### src/rtl/clkdiv_pkg.sv
// ---------------------------------------------------------------------------
// clkdiv_pkg
//   Definitions shared by the multi-channel clock divider:
//     - default divisor width and reset divisor
//     - channel action encoding used by the per-channel next-state logic
//     - idx_w(): channel-index width, never less than one bit
// ---------------------------------------------------------------------------
package clkdiv_pkg;

  localparam int DIV_W_DEF       = 8;
  localparam int DEFAULT_DIV_DEF = 2;

  // What a channel does on the coming edge, highest priority first.
  typedef enum logic [1:0] {
    ACT_HALT  = 2'd0,  // disabled or divisor 0: park at count 0, outputs low
    ACT_BOUND = 2'd1,  // period boundary (start, sync or wrap): tick, clk high, adopt
    ACT_INC   = 2'd2   // ordinary step inside a period
  } ch_act_e;

  function automatic int idx_w(input int n);
    return (n > 1) ? $clog2(n) : 1;
  endfunction

endpackage

### src/rtl/clk_div_channel.sv
// ---------------------------------------------------------------------------
// clk_div_channel
//   One programmable divider channel. Produces a one-cycle tick per period
//   and a registered square wave that is high for ceil(N/2) cycles and low
//   for the rest. Divisor writes go to a shadow register and are adopted
//   only on a period boundary (or at once while halted), so clk_o never
//   shows a runt pulse.
//
// Ports
//   clk_i     in   1      clock, posedge
//   rst_ni    in   1      asynchronous active-low reset
//   en_i      in   1      run enable
//   sync_i    in   1      restart the period from count 0
//   wr_i      in   1      write wr_val_i into the shadow divisor
//   wr_val_i  in   DIV_W  new divisor
//   tick_o    out  1      one-cycle strobe per period
//   clk_o     out  1      divided square wave
//   pend_o    out  1      shadow divisor written but not yet adopted
// ---------------------------------------------------------------------------
module clk_div_channel
  import clkdiv_pkg::*;
#(
  parameter int DIV_W       = DIV_W_DEF,
  parameter int DEFAULT_DIV = DEFAULT_DIV_DEF
) (
  input  logic             clk_i,
  input  logic             rst_ni,
  input  logic             en_i,
  input  logic             sync_i,
  input  logic             wr_i,
  input  logic [DIV_W-1:0] wr_val_i,
  output logic             tick_o,
  output logic             clk_o,
  output logic             pend_o
);

  logic [DIV_W-1:0] count_q, count_d;
  logic [DIV_W-1:0] act_q, act_d;
  logic [DIV_W-1:0] shd_q, shd_d;
  logic             pend_q, pend_d;
  logic             tick_q, tick_d;
  logic             clk_q, clk_d;
  // run_q is clear after reset and while halted; the first running edge
  // is treated as a period boundary so clk_o rises on that edge.
  logic             run_q, run_d;

  logic [DIV_W-1:0] hi;
  logic [DIV_W-1:0] cnt_inc;
  logic             wrap;
  ch_act_e          action;

  assign hi      = (act_q >> 1) + DIV_W'(act_q[0]);
  assign cnt_inc = count_q + DIV_W'(1);
  assign wrap    = (count_q == (act_q - DIV_W'(1)));

  always_comb begin
    if (!en_i || (act_q == '0)) begin
      action = ACT_HALT;
    end else if (sync_i || !run_q || wrap) begin
      action = ACT_BOUND;
    end else begin
      action = ACT_INC;
    end
  end

  always_comb begin
    count_d = count_q;
    act_d   = act_q;
    shd_d   = shd_q;
    pend_d  = pend_q;
    run_d   = run_q;
    tick_d  = 1'b0;
    clk_d   = 1'b0;

    unique case (action)
      ACT_HALT: begin
        count_d = '0;
        run_d   = 1'b0;
        act_d   = shd_q;
        pend_d  = 1'b0;
      end
      ACT_BOUND: begin
        count_d = '0;
        run_d   = 1'b1;
        act_d   = shd_q;
        pend_d  = 1'b0;
        tick_d  = 1'b1;
        clk_d   = 1'b1;
      end
      default: begin
        count_d = cnt_inc;
        clk_d   = (cnt_inc < hi);
      end
    endcase

    // A write on an adoption edge lands after the old shadow was taken,
    // so it stays pending for the next boundary.
    if (wr_i) begin
      shd_d  = wr_val_i;
      pend_d = 1'b1;
    end
  end

  always_ff @(posedge clk_i or negedge rst_ni) begin
    if (!rst_ni) begin
      count_q <= '0;
      act_q   <= DIV_W'(DEFAULT_DIV);
      shd_q   <= DIV_W'(DEFAULT_DIV);
      pend_q  <= 1'b0;
      run_q   <= 1'b0;
      tick_q  <= 1'b0;
      clk_q   <= 1'b0;
    end else begin
      count_q <= count_d;
      act_q   <= act_d;
      shd_q   <= shd_d;
      pend_q  <= pend_d;
      run_q   <= run_d;
      tick_q  <= tick_d;
      clk_q   <= clk_d;
    end
  end

  assign tick_o = tick_q;
  assign clk_o  = clk_q;
  assign pend_o = pend_q;

endmodule

### src/rtl/clock_divider_multi.sv
// ---------------------------------------------------------------------------
// clock_divider_multi
//   Multi-channel run-time programmable clock divider / enable generator.
//   Decodes divisor writes to one channel and fans the global sync pulse
//   out to every channel. All outputs are registered inside the channels.
//
// Ports
//   clk50       in   1       system clock, posedge
//   rst_n       in   1       asynchronous active-low reset
//   ch_en       in   NUM_CH  per-channel run enable
//   sync_i      in   1       one-cycle pulse, restart all channel phases
//   div_wr_en   in   1       divisor write strobe
//   div_wr_ch   in   CH_W    channel index for the write
//   div_wr_val  in   DIV_W   new divisor
//   tick_o      out  NUM_CH  one-cycle strobe per period
//   clk_out     out  NUM_CH  divided square wave
//   pend_o      out  NUM_CH  shadow divisor pending adoption
// ---------------------------------------------------------------------------
module clock_divider_multi
  import clkdiv_pkg::*;
#(
  parameter int NUM_CH      = 2,
  parameter int DIV_W       = DIV_W_DEF,
  parameter int DEFAULT_DIV = DEFAULT_DIV_DEF,
  localparam int CH_W       = idx_w(NUM_CH)
) (
  input  logic              clk50,
  input  logic              rst_n,
  input  logic [NUM_CH-1:0] ch_en,
  input  logic              sync_i,
  input  logic              div_wr_en,
  input  logic [CH_W-1:0]   div_wr_ch,
  input  logic [DIV_W-1:0]  div_wr_val,
  output logic [NUM_CH-1:0] tick_o,
  output logic [NUM_CH-1:0] clk_out,
  output logic [NUM_CH-1:0] pend_o
);

  for (genvar g = 0; g < NUM_CH; g++) begin : g_ch
    logic wr_hit;

    // Only indices 0..NUM_CH-1 can match, so an out-of-range write hits
    // no channel and is dropped.
    assign wr_hit = div_wr_en && (div_wr_ch == CH_W'(g));

    clk_div_channel #(
      .DIV_W       (DIV_W),
      .DEFAULT_DIV (DEFAULT_DIV)
    ) u_ch (
      .clk_i    (clk50),
      .rst_ni   (rst_n),
      .en_i     (ch_en[g]),
      .sync_i   (sync_i),
      .wr_i     (wr_hit),
      .wr_val_i (div_wr_val),
      .tick_o   (tick_o[g]),
      .clk_o    (clk_out[g]),
      .pend_o   (pend_o[g])
    );
  end

endmodule

### config.mk
export PLATFORM = sky130hd
export DESIGN_NAME = clock_divider_multi
export DESIGN_NICKNAME = d
export VERILOG_FILES = /design/src/rtl/clkdiv_pkg.sv /design/src/rtl/clk_div_channel.sv /design/src/rtl/clock_divider_multi.sv
export SDC_FILE = /design/constraint.sdc
export NUM_CORES = 1
export LEC_CHECK = 0
export CORE_MARGIN = 1.5
export CORE_UTILIZATION = 30
export CTS_CLUSTER_SIZE = 40
export DETAILED_ROUTE_END_ITERATION = 8
export GPL_TIMING_DRIVEN = 1
export RECOVER_POWER = 50
export SLEW_MARGIN = 20
export SYNTH_ARGS = -nofsm -noshare
export SYNTH_HDL_FRONTEND = slang
export SYNTH_SLANG_ARGS = --single-unit
export TNS_END_PERCENT = 30
### constraint.sdc
create_clock -name clk50 -period 2.46 [get_ports clk50]
set_input_delay 0.615 -clock clk50 [delete_from_list [all_inputs] [get_ports clk50]]
set_output_delay 0.615 -clock clk50 [all_outputs]
set_load 0.05 [all_outputs]
### Yosys cells after proc, flatten, opt, wreduce, memory -nomap -nowiden

Index checks and enable logic that the tools add are counted.

| storage, ports and cells | value |
|---|---|
| register bits after elaboration | 56 |
| input bits | 15 |
| word-level logic and storage cells | 65 |
| output and inout port bits | 6 |

| operators by class | value |
|---|---|
| reduce and logical (&&, ||, !) cells | 22 |
| magnitude comparators | 2 |
| mux-type cells | 16 |
| equality and inequality tests | 4 |
| add/sub/neg operators | 6 |
| bitwise operators | 1 |

Operators with widths:

| cell | count |
|---|---|
| adder 7 x 1 -> 8 bit | 2 |
| adder 8 x 1 -> 8 bit (second input constant) | 2 |
| == test 8 bit | 2 |
| logical NOT 8 bit | 2 |
| < comparator 8 bit | 2 |
| 2-to-1 mux 8 bit | 2 |
| subtractor 8 x 1 -> 8 bit (second input constant) | 2 |
| 2-to-1 mux 2 bit | 4 |
| one-hot mux 1 bit (2 select lines) | 4 |
| nonzero test 2 bit | 4 |
| logical OR 1 bit | 6 |
| 2-to-1 mux 1 bit | 6 |
| == test 2 x 1 -> 1 bit (second input constant) | 2 |
| logical NOT 1 bit | 4 |
| logical NOT 2 bit | 2 |
| OR reduction 2 bit | 2 |
| logical AND 1 bit | 2 |
| inverter 1 bit | 1 |

### Depth between registers and ports, before layout

| depth | value |
|---|---|
| depth in word-level cells | 9 |
| mapped depth | 10 |
| mapped depth without buffers | 10 |

### Cells and area by module

Synthesis repeated with hierarchy kept, for this count alone.

| second synthesis, totals | value |
|---|---|
| cells, all modules | 313 |
| area total of the unflattened synthesis | 3417.0 µm² |

By module, submodules not included:

| module | times used | area an instance (µm²) | cells each |
|---|---|---|---|
| clk_div_channel at g_ch[0].u_ch | 1 | 1781.7 | 162 |
| clk_div_channel at g_ch[1].u_ch | 1 | 1619.1 | 149 |
| clock_divider_multi | 1 | 16.3 | 2 |

### Worst setup path after synthesis

Ideal clock, no wire load.

| timing | value |
|---|---|
| path type | register to register |
| from | reg g_ch[1].u_ch.act_q[2] |
| to | reg g_ch[1].u_ch.act_q[5] |
| setup time | 0.125 ns |
| path buffers | 1 |
| arrival | 2.229 ns |
| setup slack | 0.106 ns |
| cell stages (with the launch flop) | 8 |
| cell sequence | dfrtp_1 > buf_6 > or4_4 > or3_1 > a211oi_2 > a41oi_2 > nand2_4 > mux2_4 |

| on the way | value |
|---|---|
| longest elaborated chain between the ends | 7 |
| elaborated cells on any way between the ends | 10 |
| those cells by class | add/sub: 1; eq/ne: 2; mux: 2; reduce/logical: 5 |

Ends and longest elaborated chain:

| what | RTL line | text |
|---|---|---|
| start: declaration | clk_div_channel.sv:38 | `logic [DIV_W-1:0] act_q, act_d;` |
| start signal: assignment | clk_div_channel.sv:107 | `act_q <= DIV_W'(DEFAULT_DIV);` |
| start signal: assignment | clk_div_channel.sv:115 | `act_q <= act_d;` |
| subtractor 8 x 1 -> 8 bit | clk_div_channel.sv:54 | `assign wrap = (count_q == (act_q - DIV_W'(1)));` |
| == test 8 bit | clk_div_channel.sv:54 |  |
| logical OR 1 bit | clk_div_channel.sv:59 | `end else if (sync_i \|\| !run_q \|\| wrap) begin` |
| 2-to-1 mux 2 bit | clk_div_channel.sv:59 |  |
| 2-to-1 mux 2 bit * | clk_div_channel.sv:57 | `if (!en_i \|\| (act_q == '0)) begin` |
| == test 2 x 1 -> 1 bit or logical NOT 2 bit (tied branches) | clk_div_channel.sv:75 | `unique case (action)` |
| OR reduction 2 bit (no line) * | -- |  |

Every way passes the cells marked *; elsewhere a longest branch is shown, timed or not.
A chain may end at the register's enable or synchronous reset.

### Worst setup path in the final report

| timing | value |
|---|---|
| from | reg g_ch[1].u_ch.act_q[1] |
| to | reg g_ch[1].u_ch.act_q[5] |

The elaborated chain is that of the path after synthesis.

==> impl_metrics.ini <==
[finish]
layout-drive-gt1-share_pct = 19.9
nets = 360
postLayoutCellArea_mm2 = 0.00375
multi_input_area_mm2 = 0.00176
diodes = 0
area_delta_synth_final_pct = 14.8
nFillCells = 1076
fin_cells = 458
utilization_pct = 35.9
seqCellArea_mm2 = 0.00141

[power_and_ir_drop]
p_leak_nw = 1.68
worst_ir_drop_vdd_mv = 0.297
power_density_mw_per_mm2 = 603

[global_route]
grt_use_met2_pct = 20.3
grt_pass1_vias = 2299
grtUsageTotal_pct = 12.2
grt_pass1_wl_um = 11200
antenna_found_initial = 0
grt_overflow = 0
use_met3_pct = 2.54
grt-busiest-layer = met2
use_met1_pct = 15.4
grt_max_degree = 57

[synthesis]
synth_nets = 339
yosysMostFrequentCell = dfrtp_1
synth-compound-area-share_pct = 8.30
syn_area_per_cell_um2 = 10.9
synth_fa_ha_area_share_pct = 9.18
ys_types = 43
seq_area_frac_synth_pct = 43.0
synth_top_area_share_pct = 39.8
netlist_area_mm2 = 0.00327
ys.flop_type = dfrtp_1
synth_top_family_by_area = simple AND/OR/NAND/NOR gates
synth.area.mux_share_pct = 9.64
synth_edf_count = 0
yosys.area_share.simple_pct = 13.5
synthCells = 300
yosys.area.top_type = dfrtp_1
synthTopCellsByCount = dfrtp_1, xnor2_1, ha_1, mux2_2, nor2_1
synth_seq_cells = 56
yosys-top-cells-area = dfrtp_1, ha_1, xnor2_1
async_reset_ff_share_pct = 100
synth.yosys.warnings = 0
synthXorXnorAreaFrac_pct = 11.8

[critical_path]
endpoint_kind = flop
cp_num_cells = 6
cp-start-kind = flop
path_class = reg -> reg
critical_path.slowest_cell = or4_4
ff2ff_setup_slack_ns = 0.11
worstPathArrival_ns = 2.56
worstPathRequired_ns = 2.68
r2r_start = g_ch[1].u_ch.act_q[1]
r2r-end = g_ch[1].u_ch.act_q[5]
rr_worst_depth = 6
path_buf_inv = 0
critical_path.max_fanout = 10
crit_path_max_incr_delay_ns = 0.53
crit_chain = or4_4 > or3_1 > a211oi_2 > a41oi_2 > nand2_4 > mux2_4
cp_top_family = simple AND/OR/NAND/NOR gates

[clock_tree]
postCtsHoldBufs = 0
clk_pin_slew_worst_paths_ns = 0.11
cts-htree-levels = 2
cts_tree = built
numCtsBuffers = 5
cts.path.max_buffers = 2
clk_latency_ns = 0.32
cts.sinks = 56
clockRootBuffer = clkbuf_8

[timing]
maxSlewHeadroom_pct = 8.64
timing.final.hold_violations = 0
fin_worst_skew_ns = 0.0120
worst_slew_pin_slew_ns = 1.37
fmax_mhz = 426
fin_ws_ns = 0.112
finalMaxSlewViolations = 0
timing.final.crit_share_pct = 95.4
finalSetupViolations = 0
post-route-min-period_ns = 2.35

[floorplan]
io_pins = 21
die-area_mm2 = 0.0115
die_h_um = 107
start_util_pct = 31.2
core_mm2 = 0.0105
die_w_um = 107
row_count = 37

[job]
maxCapViolations = 0

[detailed_routing]
viasPerCell = 4.76
drt-total-wl_um = 6420
drt-initial-drc-count = 96
wl_per_cell_um = 14.0
drc = 0
first_pass_iters = 4
postRouteAntennaNets = 0
routed-via-count = 2179

[min_path]
hp-class = reg -> reg
min_from = g_ch[0].u_ch.shd_q[6]
min_to = g_ch[0].u_ch.act_q[6]
min_path_cells = 1

[placement]
dp_slack_ns = 0.00151
portBuffers = 20
place_inst = 447
placed_cell_area_mm2 = 0.00361
dp_hpwl_um = 4830
routabilityCongestion = 0.832

[run_status]
status = finished, final reports clean
[final cells by class]
type                            instances  share of cell area, %
Inverter                               11                   1.10
Clock buffer                            5                   1.83
Multi-Input combinational cell        216                   47.0
Timing Repair Buffer                   31                   7.33
Tap cell                              136                   4.53
Sequential cell                        56                   37.5
Clock inverter                          3                  0.766
[state kept, by name, indices dropped and copies added (netlist names)]
register	count
g_ch.u_ch.run_q	2
g_ch.u_ch.pend_o	2
g_ch.u_ch.clk_o	2
g_ch.u_ch.tick_o	2
g_ch.u_ch.count_q	16
g_ch.u_ch.act_q	16
g_ch.u_ch.shd_q	16
[timing repair]
action,4_1_cts,5_1_grt
cloned,0,1
pin swaps,0,1
resized for setup,1,9
buffers inserted,0,2
setup endpoints to repair,1,6
[routing by layer]
| metal | wire, µm | up-vias | share of wire (%) |
|---|---|---|---|
| li1 | - | 1097 | - |
| met1 | 3020 | 1041 | 47 |
| met2 | 3090 | 31 | 48 |
| met3 | 179 | 10 | 2.8 |
| met4 | 130 | 0 | 2.0 |
| met5 | 0 | - | 0 |
[cells by family (layout without fill, tap and decap cells)]
family,after synthesis,after routing
adders and majority gates,24,24
AOI/OAI and AO/OA,35,35
DFF,56,56
and+or+nand+nor,86,87
muxes,26,26
xor gates and xnor gates,44,44
buffers and inverters,29,50
[placed cells by master (no fill, tap or decap), drive strengths merged]
master / instances
a2111oi: 3
a211oi: 3
a21o: 2
a21oi: 4
a31oi: 3
a32o: 6
a41oi: 2
and3: 17
and4: 1
buf: 11
clkbuf: 6
clkdlybuf4s50: 18
clkinv: 2
dfrtp: 52
dfstp: 4
dlygate4sd3: 1
ha: 24
inv: 12
mux2: 26
nand2: 18
nand2b: 3
nand3: 16
nand3b: 1
nand4: 4
nor2: 20
nor3: 3
nor4: 2
o211ai: 3
o21a: 2
o21ai: 6
o21bai: 1
or3: 1
or4: 1
xnor2: 29
xor2: 15
[power by group]
| group | leakage (nW) | switching (mW) | internal, mW |
|---|---|---|---|
| clock network | 0.0511 | 0.329 | 0.216 |
| logic | 0.939 | 0.295 | 0.295 |
| registers | 0.691 | 0.109 | 1.02 |
| total | 1.68 | 0.733 | 1.53 |
[through the flow]
stage	hold WS (ns)	power (mW)	TNS [ns]
3_3_place_gp	0.479	1.70	0
3_5_place_dp	0.486	1.72	0
2_1_floorplan	0.319	1.55	0
4_1_cts	0.285	2.29	0
5_1_grt	0.535	2.42	-0.0142
6_report	0.506	2.27	0
[how the worst max path moves through the flow]
stage / slack [ns] / from / end
floorplan: 0.11 / g_ch[1].u_ch.act_q[2] / g_ch[1].u_ch.act_q[5]
global placement: 0.10 / g_ch[0].u_ch.act_q[1] / g_ch[0].u_ch.act_q[3]
detailed placement: 0.002 / g_ch[0].u_ch.act_q[1] / g_ch[0].u_ch.act_q[0]
CTS: 0.09 / g_ch[1].u_ch.act_q[1] / g_ch[1].u_ch.act_q[0]
global route: -0.01 / g_ch[1].u_ch.act_q[1] / g_ch[1].u_ch.clk_o
finish: 0.11 / g_ch[1].u_ch.act_q[1] / g_ch[1].u_ch.act_q[5]
Power figures use the tool's default switching activity.
